--- src/rtl/datapath_run_controller.sv ---
// Run/halt/single-step sequencer producing the cycle enable for the single-cycle datapath.
// Build macro BREAKPOINT_EN adds the PC breakpoint register, compare and skip-once logic.
//
// state   | meaning
// IDLE    | stopped, no halt reason recorded
// RUN     | free-running, cpu_en every cycle until a stop condition
// STEP    | running for step_left more instructions, host commands blocked
// HALTED  | stopped by command, halt opcode or breakpoint; counters frozen
module datapath_run_controller #(
    parameter logic [5:0] HALT_OPCODE = 6'b111111,
    parameter int         STEP_W      = 8
) (
    input  logic              clock,
    input  logic              Reset,
    input  logic              cmd_valid,
    output logic              cmd_ready,
    input  logic [1:0]        cmd_op,
    input  logic [STEP_W-1:0] step_n,
    input  logic [31:0]       pc_in,
    input  logic [31:0]       instr_in,
    input  logic              bp_wr,
    input  logic [31:0]       bp_addr,
    output logic              cpu_en,
    output logic [1:0]        state,
    output logic [1:0]        halt_cause,
    output logic [31:0]       cycle_count,
    output logic [31:0]       retired
);

    typedef enum logic [1:0] {
        ST_IDLE   = 2'b00,
        ST_RUN    = 2'b01,
        ST_STEP   = 2'b10,
        ST_HALTED = 2'b11
    } state_t;

    localparam logic [1:0] OP_CLR  = 2'b00;
    localparam logic [1:0] OP_RUN  = 2'b01;
    localparam logic [1:0] OP_HALT = 2'b10;
    localparam logic [1:0] OP_STEP = 2'b11;

    localparam logic [1:0] CAUSE_NONE = 2'b00;
    localparam logic [1:0] CAUSE_CMD  = 2'b01;
    localparam logic [1:0] CAUSE_OPC  = 2'b10;
    localparam logic [1:0] CAUSE_BP   = 2'b11;

    state_t            st;
    logic [STEP_W-1:0] step_left;
    logic [STEP_W-1:0] step_first;
    logic              accepted;
    logic              cmd_clr;
    logic              cmd_run;
    logic              cmd_halt;
    logic              cmd_step;
    logic              opcode_hit;
    logic              bp_hit;
    logic              stop;
    logic              active;
    logic [1:0]        stop_cause;
    logic              unused_inputs;

    assign state      = st;
    assign cmd_ready  = (st != ST_STEP);
    assign accepted   = cmd_valid & cmd_ready;
    assign cmd_clr    = accepted & (cmd_op == OP_CLR);
    assign cmd_run    = accepted & (cmd_op == OP_RUN);
    assign cmd_halt   = accepted & (cmd_op == OP_HALT);
    assign cmd_step   = accepted & (cmd_op == OP_STEP);
    assign step_first = (step_n == '0) ? STEP_W'(1) : step_n;

    assign opcode_hit = (instr_in[31:26] == HALT_OPCODE);
    assign stop       = opcode_hit | bp_hit | cmd_halt | cmd_clr;
    assign active     = (st == ST_RUN) | (st == ST_STEP);

    // Zero-latency enable: the halting instruction itself must never be executed.
    assign cpu_en     = active & ~stop & ~Reset;

    // A host HALT only names the cause when nothing in the program stopped it.
    assign stop_cause = opcode_hit ? CAUSE_OPC :
                        bp_hit     ? CAUSE_BP  :
                                     CAUSE_CMD;

`ifdef BREAKPOINT_EN
    logic [31:0] bp_reg;
    logic        bp_armed;
    logic        skip_bp;

    // Compare sees the register contents from before any same-cycle bp_wr.
    assign bp_hit        = bp_armed & (pc_in == bp_reg) & ~skip_bp;
    assign unused_inputs = ^instr_in[25:0];

    always_ff @(posedge clock) begin
        if (Reset) begin
            bp_reg   <= '0;
            bp_armed <= 1'b0;
        end else if (bp_wr) begin
            bp_reg   <= bp_addr;
            bp_armed <= 1'b1;
        end
    end

    // Resuming from a breakpoint lets that PC through exactly once.
    always_ff @(posedge clock) begin
        if (Reset) begin
            skip_bp <= 1'b0;
        end else if (st == ST_HALTED && (cmd_run || cmd_step)) begin
            skip_bp <= 1'b1;
        end else if (cpu_en || cmd_clr) begin
            skip_bp <= 1'b0;
        end
    end
`else
    assign bp_hit        = 1'b0;
    assign unused_inputs = ^{bp_wr, bp_addr, pc_in, instr_in[25:0]};
`endif

    always_ff @(posedge clock) begin
        if (Reset) begin
            st          <= ST_IDLE;
            halt_cause  <= CAUSE_NONE;
            cycle_count <= '0;
            retired     <= '0;
            step_left   <= '0;
        end else begin
            if (cpu_en) begin
                retired <= retired + 32'd1;
            end
            if (active) begin
                cycle_count <= cycle_count + 32'd1;
            end

            case (st)
                ST_IDLE, ST_HALTED: begin
                    if (cmd_run) begin
                        st         <= ST_RUN;
                        halt_cause <= CAUSE_NONE;
                    end else if (cmd_step) begin
                        st         <= ST_STEP;
                        step_left  <= step_first;
                        halt_cause <= CAUSE_NONE;
                    end else if (cmd_halt) begin
                        st         <= ST_HALTED;
                        halt_cause <= CAUSE_CMD;
                    end else if (cmd_clr) begin
                        st          <= ST_IDLE;
                        halt_cause  <= CAUSE_NONE;
                        cycle_count <= '0;
                        retired     <= '0;
                    end
                end

                ST_RUN: begin
                    if (cmd_clr) begin
                        st          <= ST_IDLE;
                        halt_cause  <= CAUSE_NONE;
                        cycle_count <= '0;
                        retired     <= '0;
                    end else if (stop) begin
                        st         <= ST_HALTED;
                        halt_cause <= stop_cause;
                    end else if (cmd_step) begin
                        st        <= ST_STEP;
                        step_left <= step_first;
                    end
                end

                ST_STEP: begin
                    if (stop) begin
                        st         <= ST_HALTED;
                        halt_cause <= stop_cause;
                    end else begin
                        step_left <= step_left - STEP_W'(1);
                        if (step_left <= STEP_W'(1)) begin
                            st         <= ST_HALTED;
                            halt_cause <= CAUSE_CMD;
                        end
                    end
                end

                default: begin
                    st <= ST_IDLE;
                end
            endcase
        end
    end

endmodule
--- config.mk ---
export PLATFORM = sky130hd
export DESIGN_NAME = datapath_run_controller
export DESIGN_NICKNAME = d
export VERILOG_FILES = /design/src/rtl/datapath_run_controller.sv
export SDC_FILE = /design/constraint.sdc
export NUM_CORES = 1
export LEC_CHECK = 0
export CAP_MARGIN = 20
export CORE_MARGIN = 2
export CORE_UTILIZATION = 57
export DETAILED_ROUTE_END_ITERATION = 12
export DONT_BUFFER_PORTS = 1
export HOLD_SLACK_MARGIN = 0.08
export PLACE_DENSITY = 0.85
export SLEW_MARGIN = 20
export SYNTH_ARGS = -nofsm -noshare
export SYNTH_HDL_FRONTEND = slang
export SYNTH_SLANG_ARGS = --single-unit
--- constraint.sdc ---
create_clock -name clock -period 2.2 [get_ports clock]
set_input_delay 0.33 -clock clock [delete_from_list [all_inputs] [get_ports clock]]
set_output_delay 0.33 -clock clock [all_outputs]
set_load 0.005 [all_outputs]
==> results.json <==
{
  "status": "finished, final reports clean",
  "ys.flop_type": "dfxtp_1",
  "netlist_area_sq_mm": 0.00396,
  "fin_crit_ps": 2110,
  "timing.final.ws_setup_ps": 88.5,
  "end_kind": "primary output",
  "power_uw": 4270,
  "synth_top_area_cell": "dfxtp_1",
  "max_slew_margin_pct": 55.8,
  "crit_required_ps": 1870,
  "multi_input_area_sq_mm": 0.00237,
  "final_cell_mix": "dfxtp_1, nor2_1, buf_4, nand2_1, nand3_1",
  "diodes": 0,
  "synth-edff-count": 0,
  "avgSynthCellArea_sq_um": 7.98,
  "grt_pass1_wl_um": 17000,
  "hold_viol": 0,
  "finalNonFillerCells": 626,
  "maxSlewViolCount": 0,
  "seq_area_frac_synth_pct": 38.4,
  "rsz0062_at_grt": "no",
  "start_util_pct": 58.6,
  "drt-wirelength-per-cell_um": 17.4,
  "p_per_area_mw_per_mm2": 905,
  "dp_cells": 605,
  "fin_area_sq_mm": 0.00472,
  "grt_start_max_net_pins": 44,
  "tightest_slew_ps": 660,
  "hold_path.class": "input port to flop",
  "die_h_um": 87.4,
  "syn_inst": 496,
  "synth.distinct_cells": 59,
  "post_drt_via_cell_ratio": 6.31,
  "drt_iter0_drc": 205,
  "place_congestion": 0.884,
  "dp.final_hpwl_um": 7770,
  "cts_tree": "yes",
  "die_w_um": 87.4,
  "worst_setup_path_start_kind": "flop",
  "setup_viol": 0,
  "fin_nets": 657,
  "mostFrequentLayoutCell": "dfxtp_1",
  "drt_wl_total_um": 10900,
  "die_area_sq_mm": 0.00763,
  "rows": 30,
  "whs_ps": 146,
  "crit_arrival_ps": 1780,
  "synth.top_cell.area_share_pct": 38.4,
  "seq_area_sq_mm": 0.00152,
  "synth_top_cells_by_area": "dfxtp_1, nor2_1, xnor2_1",
  "dpl_worst_slack_ps": -29.8,
  "numClockSinks": 76,
  "fillers": 523,
  "drc": 0,
  "path_class": "flop to primary output",
  "cts_buffers": 9,
  "ys_async_sr_fraction_pct": 0,
  "fin_crit_sh_pct": 96.0,
  "antenna_found_initial": 0,
  "irDropWorstVdd_v": 0.000483,
  "pin_count": 180,
  "grt_pass1_vias": 3775,
  "clock.fmax_mhz": 474,
  "crit_path_max_fanout": 7,
  "ys_ff_latch": 76,
  "cts.htree.levels": 3,
  "drive_above_1_share_pct": 18.7,
  "synthesis.nets": 612,
  "vias": 3951,
  "clkLatencyLatePin_ps": 360,
  "cts.path.max_buffers": 2,
  "grt_usage_pct": 28.1,
  "grt_overflow": 0,
  "postPlaceCellArea_sq_mm": 0.00443,
  "port_buffers": 0,
  "coreArea_sq_mm": 0.00676,
  "root_buffer": "clkbuf_8",
  "finClkSkew_ps": 8.79,
  "drv_cap": 0,
  "leakagePower_uw": 0.00161,
  "yosys_warnings": 0,
  "areaGrowthSynthToFinish_pct": 19.3,
  "dr.pass1.iters": 4,
  "antenna_left": 0,
  "clk_pin_slew_ps": 80
}
-- per-layer routing --
metal | up-vias | share of wire [%] | GRT usage [%]
li1 | 1904 | - | -
met2 | 169 | 50 | 48.8
met5 | - | 0 | 0
met1 | 1866 | 40 | 32.5
met4 | 0 | 1.4 | 10.8
met3 | 12 | 9.4 | 8.25
-- repair_timing --
item	4_1_cts	5_1_grt
gates resized for setup	1	15
endpoints found under the setup margin	3	17
endpoints found under the hold margin	15	0
buffers inserted	0	4
hold buffers	1	0
pin swaps	0	1
-- state kept, by name, indices dropped and copies added, names as in the netlist --
signal       cells
cycle_count     32
halt_cause       2
retired         32
state            2
step_left        8
-- cells by family after synthesis --
family	share of synthesized area [%]
adders and majority gates	1.90
xor gates and xnor gates	7.52
buffers and inverters	4.11
muxes	0.758
and+or+nand+nor	30.5
AOI/OAI and AO/OA	16.8
DFF	38.4
-- path summary, 6_finish.rpt --
kind | slack (ps) | cells after the start | from | to
min reg2reg | 500 | 2 | step_left[6] | step_left[6]
max | 90 | 5 | state[0] | cpu_en
min | 150 | 2 | cmd_valid | state[0]
max reg2reg | 90 | 5 | retired[23] | retired[31]
-- stage by stage --
step / utilization, % / TNS [ps]
after global routing: 69.9 / 0
after detailed placement: 65.5 / -77.8
after CTS: 68.5 / 0
after floorplan: - / -469
final: 69.9 / 0
after global placement: 65.5 / 0
-- cell usage after synthesis (2+ instances only) --
cell,number
dfxtp_1,76
nor2_1,58
nand2_1,41
nand3_1,28
o21ai_0,26
xnor2_1,24
a21oi_1,21
clkbuf_1,20
nor3_1,18
inv_1,17
nand4_1,16
nor4_1,16
a31oi_1,10
xor2_1,10
or3_1,9
o211ai_1,7
and3_1,6
ha_1,6
or4_1,6
and2_1,5
nand2b_1,5
a22oi_1,4
and4_1,4
nand3b_1,4
o31ai_1,4
a211oi_1,3
a31o_2,3
mux2i_1,3
nand4b_1,3
nor4b_1,3
or2_2,3
or3b_2,3
a21o_1,2
a32oi_1,2
a41oi_1,2
buf_2,2
clkbuf_2,2
o311ai_0,2
o32ai_1,2
-- power by group --
| group | internal, uW | switching, uW | total (uW) |
|---|---|---|---|
| clock network | 473 | 556 | 1030 |
| registers | 1450 | 78.0 | 1530 |
| logic | 672 | 1040 | 1710 |
| total | 2600 | 1670 | 4270 |
-- critical path, stage by stage, from the launching register on --
cell	delay (ps)
dfxtp_2	340
inv_2	50
ha_4	180
or3b_2	500
buf_4	180
o211a_4	160
-- final cells by class --
type	instances	area share, %
multi-input combinational	378	50.3
clock inverter	5	0.742
tap	80	2.12
clock buffer	11	3.21
timing repair buffer	59	10.0
inverter	17	1.35
sequential	76	32.3
Note: power is estimated with default switching activity, not from simulation.
